<file path="config.mk">
export PLATFORM = sky130hd
export DESIGN_NAME = ccm_ctr_dec
export DESIGN_NICKNAME = d
export VERILOG_FILES = /design/src/rtl/ccm_ctr_dec.sv
export SDC_FILE = /design/constraint.sdc
export NUM_CORES = 1
export LEC_CHECK = 0
export ABC_AREA = 1
export CORE_UTILIZATION = 50
export CTS_CLUSTER_DIAMETER = 60
export CTS_CLUSTER_SIZE = 40
export DETAILED_ROUTE_END_ITERATION = 16
export PLACE_DENSITY_LB_ADDON = 0.15
export SKIP_CTS_REPAIR_TIMING = 1
export SKIP_LAST_GASP = 1
export SLEW_MARGIN = 20
export SYNTH_ARGS = -nofsm -noshare
export SYNTH_HDL_FRONTEND = slang
export SYNTH_SLANG_ARGS = --single-unit
</file>
<file path="constraint.sdc">
create_clock -name clk -period 30 [get_ports clk]
set_input_delay 9 -clock clk [delete_from_list [all_inputs] [get_ports clk]]
set_output_delay 9 -clock clk [all_outputs]
set_load 0.01 [all_outputs]
</file>
<file path="src/rtl/ccm_ctr_dec.sv">
// ccm_ctr_dec: byte-serial CCM counter-mode decryptor with optional CBC-MAC tag check
// Ports:
//   clk, reset (async, active-high)
//   msg_start/msg_length/ctr_nonce/ctr_flag : message header, latched on msg_start in IDLE
//   key_aes     : block key, stable for the whole message
//   in_data/in_en/in_ready : ciphertext (then tag) byte stream, taken when in_en & in_ready
//   out_data/out_en/out_last : plaintext byte stream, MS byte of each block first
//   busy        : high whenever a message is in progress
//   tag_done/tag_ok : one-cycle tag verdict
// Build option: define CCM_TAG_CHECK_EN to add the MAC chain and the 16-byte tag phase.
module ccm_ctr_dec #(
    parameter int WIDTH       = 8,
    parameter int WIDTH_NONCE = 100,
    parameter int WIDTH_FLAG  = 8,
    parameter int WIDTH_COUNT = 20,
    parameter int WK          = WIDTH_NONCE + WIDTH_FLAG + WIDTH_COUNT
) (
    input  logic                   clk,
    input  logic                   reset,
    input  logic                   msg_start,
    input  logic [WIDTH-1:0]       msg_length,
    input  logic [WIDTH_NONCE-1:0] ctr_nonce,
    input  logic [WIDTH_FLAG-1:0]  ctr_flag,
    input  logic [WK-1:0]          key_aes,
    input  logic [WIDTH-1:0]       in_data,
    input  logic                   in_en,
    output logic                   in_ready,
    output logic [WIDTH-1:0]       out_data,
    output logic                   out_en,
    output logic                   out_last,
    output logic                   busy,
    output logic                   tag_done,
    output logic                   tag_ok
);
    localparam int NB = WK / WIDTH;
    localparam int NW = $clog2(NB + 1);
    localparam logic [NW-1:0] NB_M1 = NW'(NB - 1);

    typedef enum logic [2:0] {IDLE, LOAD, XOR, EMIT, TAG} state_t;

    state_t                 r_state;
    logic [WIDTH-1:0]       r_rem;
    logic [WIDTH_COUNT-1:0] r_cnt;
    logic [WIDTH_FLAG-1:0]  r_flag;
    logic [WIDTH_NONCE-1:0] r_nonce;
    logic [WK-1:0]          r_blk;
    logic [WK-1:0]          r_p;
    logic [NW-1:0]          r_n;
    logic [NW-1:0]          r_k;
    logic                   w_acc;
    logic                   w_blk_end;
    logic [WK-1:0]          w_p;

    assign w_acc     = in_en & in_ready;
    // block closes on its 16th byte or on the message's last byte
    assign w_blk_end = (r_n == NB_M1) || (r_rem == WIDTH'(1));
    assign w_p       = r_blk ^ key_aes ^ {r_flag, r_nonce, r_cnt};
    assign busy      = (r_state != IDLE);

`ifdef CCM_TAG_CHECK_EN
    logic [WK-1:0] r_x;
    logic [WK-1:0] w_mask;
    logic [WK-1:0] w_x_next;
    logic [WK-1:0] w_tag;
    // MAC absorbs the plaintext with the pad bytes of a short block zeroed
    assign w_mask   = ~({WK{1'b1}} >> (WIDTH * int'(r_n)));
    assign w_x_next = r_x ^ (w_p & w_mask) ^ key_aes;
    // received tag with its last byte still on in_data, unmasked by E(K, C0)
    assign w_tag    = {r_blk[WK-1:WIDTH], in_data} ^ key_aes ^ {r_flag, r_nonce, {WIDTH_COUNT{1'b0}}};
`endif

    always_ff @(posedge clk or posedge reset) begin
        if (reset) begin
            r_state  <= IDLE;
            r_rem    <= '0;
            r_cnt    <= WIDTH_COUNT'(1);
            r_flag   <= '0;
            r_nonce  <= '0;
            r_blk    <= '0;
            r_p      <= '0;
            r_n      <= '0;
            r_k      <= '0;
            in_ready <= 1'b0;
            out_data <= '0;
            out_en   <= 1'b0;
            out_last <= 1'b0;
            tag_done <= 1'b0;
            tag_ok   <= 1'b0;
`ifdef CCM_TAG_CHECK_EN
            r_x      <= '0;
`endif
        end else begin
            case (r_state)
                IDLE: begin
                    tag_done <= 1'b0;
                    tag_ok   <= 1'b0;
                    if (msg_start) begin
                        r_cnt   <= WIDTH_COUNT'(1);
                        r_rem   <= msg_length;
                        r_flag  <= ctr_flag;
                        r_nonce <= ctr_nonce;
                        r_blk   <= '0;
                        r_n     <= '0;
`ifdef CCM_TAG_CHECK_EN
                        r_x      <= {ctr_flag, ctr_nonce, WIDTH_COUNT'(msg_length)} ^ key_aes;
                        r_state  <= (msg_length != '0) ? LOAD : TAG;
                        in_ready <= 1'b1;
`else
                        r_state  <= (msg_length != '0) ? LOAD : IDLE;
                        in_ready <= (msg_length != '0);
`endif
                    end
                end
                LOAD: begin
                    if (w_acc) begin
                        r_blk[WK-1-WIDTH*int'(r_n) -: WIDTH] <= in_data;
                        r_rem <= r_rem - 1'b1;
                        r_n   <= r_n + 1'b1;
                        if (w_blk_end) begin
                            r_state  <= XOR;
                            in_ready <= 1'b0;
                        end
                    end
                end
                XOR: begin
                    // first plaintext byte is registered here so out_en rises two cycles after the last accept
                    r_p      <= w_p;
                    r_cnt    <= r_cnt + 1'b1;
                    out_data <= w_p[WK-1 -: WIDTH];
                    out_en   <= 1'b1;
                    out_last <= (r_n == NW'(1)) && (r_rem == '0);
                    r_k      <= NW'(1);
                    r_state  <= EMIT;
`ifdef CCM_TAG_CHECK_EN
                    r_x      <= w_x_next;
`endif
                end
                EMIT: begin
                    if (r_k == r_n) begin
                        out_en   <= 1'b0;
                        out_last <= 1'b0;
                        out_data <= '0;
                        r_blk    <= '0;
                        r_n      <= '0;
`ifdef CCM_TAG_CHECK_EN
                        r_state  <= (r_rem != '0) ? LOAD : TAG;
                        in_ready <= 1'b1;
`else
                        r_state  <= (r_rem != '0) ? LOAD : IDLE;
                        in_ready <= (r_rem != '0);
`endif
                    end else begin
                        out_data <= r_p[WK-1-WIDTH*int'(r_k) -: WIDTH];
                        out_last <= (r_k == r_n - 1'b1) && (r_rem == '0);
                        r_k      <= r_k + 1'b1;
                    end
                end
`ifdef CCM_TAG_CHECK_EN
                TAG: begin
                    if (w_acc) begin
                        r_blk[WK-1-WIDTH*int'(r_n) -: WIDTH] <= in_data;
                        r_n <= r_n + 1'b1;
                        if (r_n == NB_M1) begin
                            tag_done <= 1'b1;
                            tag_ok   <= (w_tag == r_x);
                            in_ready <= 1'b0;
                            r_state  <= IDLE;
                        end
                    end
                end
`endif
                default: r_state <= IDLE;
            endcase
        end
    end
endmodule
</file>
After elaboration in Yosys (flattened, before gate mapping)
Cells that the tools add are included.
W data, S select, Z words.
- register bits after elaboration: 416
- output and inout port bits: 14
- equality and inequality tests: 13
- shift operators: 3
- add/subtract/negate cells: 8
- mux-type cells: 34
- reduce and logical (&&, ||, !) cells: 20
- bitwise logic cells: 3
- operators with widths (cell ; number):
    $mux W128 ; 3
    $pmux W128 S3 ; 1
    $xor A128 B128 Y128 ; 2
    $shift A8 B33 Y135 const A ; 1
    $shiftx A135 B9 Y8 ; 1
    $shiftx A8 B33 Y135 ; 1
    $bwmux W128 ; 1
    $pmux W20 S2 ; 1
    $neg A9 Y33 ; 1
    $pmux W8 S2 ; 2
    $mux W8 ; 3
    $add A20 B1 Y20 const B ; 1
    $mux W20 ; 1
    $mux W5 ; 4
    $sub A7 B8 Y9 const A ; 2
    $reduce_bool A8 Y1 ; 2
    $pmux W5 S3 ; 1
    $mux W3 ; 4
    $pmux W3 S4 ; 1
    $add A5 B1 Y5 const B ; 2
    $eq A5 B5 Y1 ; 2
    $ne A2 B2 Y1 const B ; 5
    $pmux W5 S2 ; 1
    $eq A8 B1 Y1 const B ; 1
    other kinds (20) ; 37

Depth between registers and ports, before layout
- depth after elaboration: 6
- mapped depth: 12
- mapped depth without buffers: 11

Least setup slack after synthesis
No wires, ideal clock.
- path type: input to register
- from: input port msg_start
- to: register r_blk[10]
- slack: 19821 ps
- cell stages on the path: 7
- arrival time: 10061 ps
- cells stage by stage: or2_1 -> nand2_2 -> inv_2 -> buf_2 -> nand4_1 -> nand2_1 -> nand2_1
- word-level cells in the longest chain between the ends: 2
- ends and longest elaborated chain (item ; line ; source):
    from (decl) ; 20 ; input logic msg_start,
    $ne A2 B2 Y1 (no line) ; -- ;
    $reduce_and A4 Y1 (no line) ; -- ;
    to (signal, indexed assignment) ; 116 ; r_blk[WK-1-WIDTH*int'(r_n) -: WIDTH] <= in_data;
    to (decl) ; 46 ; logic [WK-1:0] r_blk;
Every way passes these cells.
A chain may end at the register's enable or synchronous reset.

==> metrics.md <==
| Metric | Value |
|---|---|
| Yosys Warn Count | 0 |
| Root cell of the clock tree | clkbuf_16 |
| Wire length of the first global-routing pass | around 100000 um |
| Global route overflow | 0 |
| Number of unique standard cell types used by synthesis | 43 |
| Min-Delay Path Class | reg2reg |
| Global routing met1 resource utilization | 44.15% |
| Status | finished, final reports clean |
| Final worst clock skew | between 20 and 25 ps |
| PD cells | ~100 mW/mm^2 |
| Synth area leaders | dfrtp_1, nand2_1, xor2_1 |
| Cell accounting for the most synthesized area | dfrtp_1 |
| FF+latch count, synth | around 420 |
| TritonCTS Sinks | ~420 |
| Max Clk Rate | about 83 MHz |
| Path type of the worst setup path | in2async |
| Synth async-reset ratio | between 90% and 100% |
| Count of cells along the worst hold path | 1 |
| Worst hold endpoint | r_p[124] |
| Kind of end point of the critical path | async pin |
| Register area share after synthesis | between 40% and 50% |
| Area added between synthesis and finish | 19.75% |
| Final Net Count | 3204 |
| Diode insertion count for antenna repair | 0 |
| Number of design rule violations left after detail routing | 0 |
| Number of antenna violations at the first check in global routing | 0 |
| Cell internal pwr | around 1.4 mW |
| H-Tree Depth | 2 |
| RR Startpoint | r_k[0] |
| Total standard cell area after synthesis | 0.02128 sq mm |
| Overall global routing resource usage | 30.77% |
| Most frequent standard cell in the layout excluding fill and tap cells | nand2_1 |
| Peak ir drop on the vdd network | between 0.09 and 0.1 mV |
| Slew margin rel. | 33.15% |
| HPWL after detailed placement | between 40000 and 50000 um |
| Total via count after detailed routing | 19290 |
| Crit path time final | between 10000 and 15000 ps |
| Top FF cell, synth | dfrtp_1 |
| Power share of the combinational group | 43.7% |
| Floorplan Core Area | between 0.04 and 0.05 sq mm |
| Count of maximum capacitance violations | 0 |
| Final setup TNS | 0 ps |
| Fraction of synthesized cell area taken by the top area cell type | a little under 50% |
| Launch point of the worst hold path | r_p[124] |
| FF-to-FF End | r_n[2] |
| Power share of the clock group | between 20% and 30% |
| Total leakage power | roughly 13 nW |
| Initial DRC count | 2004 |
| Met3 demand-to-capacity share in global routing | about 5.5% |
| Maximum number of pins on one net before global-route repair | 170 |
| GRT met2 Usage | approximately 47% |
| Setup repair after global routing missed its margin | false |
| Wirelength per Cell | between 15 and 20 um |
| Kind of launch point of the worst setup path | input pin |
| Grt peak-use layer | met2 |
| Mapped Cells | between 2000 and 3000 |
| Transition time at the pin with the least slew margin | around 1000 ps |
| CTS tree | done |
| Power dissipated by switching net loads | ~1.1 mW |
| Final Setup Violations | 0 |
| Highest net fanout along the worst path | roughly 170 |
| Clock transition time at the flip-flop clock pins of the worst setup and hold paths | 80 ps |
| Number of hold violations in the final report | 0 |
| Global placer's final weighted congestion | ~0.94 |
| Fill count | roughly 3700 |
| Sw Ratio | a little under half |
| Vias per Instance | 5.506 |
| Die Ht | about 210 um |
| R2r worst-path depth | 10 |
| DRT antenna net count | 0 |
| Top Ports | 270 |
| Number of global-route vias before repair | 18680 |
| Standard-cell rows | 75 |
| Share of the clock period used by the worst path | approximately 40% |
| Share of total power in sequential cells | a little over a third |
| Synthesized area per cell | slightly below 8 sq um |
| Final total power | 2.490 mW |
| Effective utilization at floorplan | about half |
| Fraction of layout cells with a size suffix above 1 | under 10% |
| Reg-to-reg setup timing slack | between 20000 and 30000 ps |
| Number of buffers added by the clock tree synthesis step | 37 |
| Max Root-Sink Buffers | 3 |
| Clock insertion delay at the later pin of the skew report | approximately 570 ps |
| Pins Over Slew Limit | 0 |
| Detailed-router iteration count before antenna repair | 5 |
| Die area | between 0.04 and 0.05 sq mm |
| Number of enable flip-flop cells after synthesis | 0 |
| CP arrival | ~13000 ps |
| Die Width | ~210 um |
| CP Data Required Time | just over 30000 ps |
| Most used cells in the layout excluding fill and tap cells | nand2_1, dfrtp_1, clkdlybuf4s50_1, nor2_1, inv_1 |
| Wirelength, routed | 66010 um |
| Number of port buffers | roughly 270 |
-- routing by layer --
metal  wire (um)  share of wire, %  up-vias
met5           0                 0        -
met4        2162               3.3        0
met1       29630                45     9201
met2       29080                44      780
li1            -                 -     9173
met3        5141               7.8      133
-- final cells by class --
| cell class | count | area (sq um) | area share (%) |
|---|---|---|---|
| clock buffers | 41 | 983.4 | 3.858 |
| clock inverters | 26 | 294.0 | 1.154 |
| inverters | 196 | 747.0 | 2.931 |
| multi-input cells | 2006 | 9617 | 37.73 |
| flip-flops and latches | 415 | 10390 | 40.76 |
| well taps | 539 | 674.4 | 2.646 |
| repair buffers | 280 | 2783 | 10.92 |
-- cells in the mapped netlist, types with 3 or more instances --
| cell | number |
|---|---|
| a21oi_1 | 22 |
| buf_1 | 11 |
| buf_2 | 17 |
| buf_4 | 4 |
| buf_6 | 6 |
| clkbuf_1 | 96 |
| dfrtp_1 | 414 |
| ha_1 | 12 |
| inv_1 | 186 |
| inv_2 | 9 |
| nand2_1 | 1125 |
| nand3_1 | 102 |
| nand4_1 | 151 |
| nand4_2 | 9 |
| nor2_1 | 195 |
| nor3_1 | 25 |
| nor4_1 | 3 |
| o21a_1 | 8 |
| o21ai_0 | 61 |
| o22ai_1 | 103 |
| xnor2_1 | 29 |
| xor2_1 | 136 |
-- through the flow --
step                instance area [sq um]  cells  worst slack, ps  hold WS [ps]  utilization [%]
floorplan                           21290   2751             9452         451.6                -
global placement                    24210   3436            17200         464.3            57.71
detailed placement                  24210   3436            17170         472.8            57.71
CTS                                 25480   3503            17760         490.7            60.75
global route                        25490   3503            17240         502.3            60.76
finish                              25490   3503            17890         490.4            60.76
-- worst max-delay path by stage --
stage,endpoint,from,slack [ps]
4_1_cts,r_k[0],reset,17760
5_1_grt,r_k[0],reset,17240
3_5_place_dp,r_k[0],reset,17170
3_3_place_gp,r_k[0],reset,17200
6_report,r_k[0],reset,17890
2_1_floorplan,in_ready,reset,9450
-- power by group through the flow --
stage / clock [mW] / combinational (mW) / sequential (mW)
final: 0.508 / 1.09 / 0.895
after global placement: 0 / 1.04 / 0.895
after detailed placement: 0 / 1.06 / 0.901
after CTS: 0.514 / 1.07 / 0.892
after global routing: 0.534 / 1.20 / 0.914
after floorplan: 0 / 0.778 / 0.851
-- logic make-up (layout without fill, tap and decap cells) --
logic type,Yosys count,after routing,share of synthesized area (%)
AO/OA/AOI/OAI,204,204,5.602
buffers and inverters,330,543,6.202
other,1,2,0.01762
XOR/XNOR,165,165,6.790
adder cells (fa/ha/maj),12,12,0.7054
AND/OR/NAND/NOR,1623,1623,31.89
flip-flops,415,415,48.80
-- worst max-delay path, stage by stage --
cell	delay, ps
clkdlybuf4s50_1	490
inv_8	520
buf_12	650
buf_4	850
buf_4	820
-- state kept, by name (all words and copies together) (netlist names) --
signal	count
r_cnt	20
r_n	5
r_p	128
r_state	2
r_k	5
in_ready	1
r_flag	8
out_en	1
r_nonce	100
out_data	8
r_rem	8
r_blk	128
out_last	1
No activity file was read; power rests on OpenSTA's default activity.
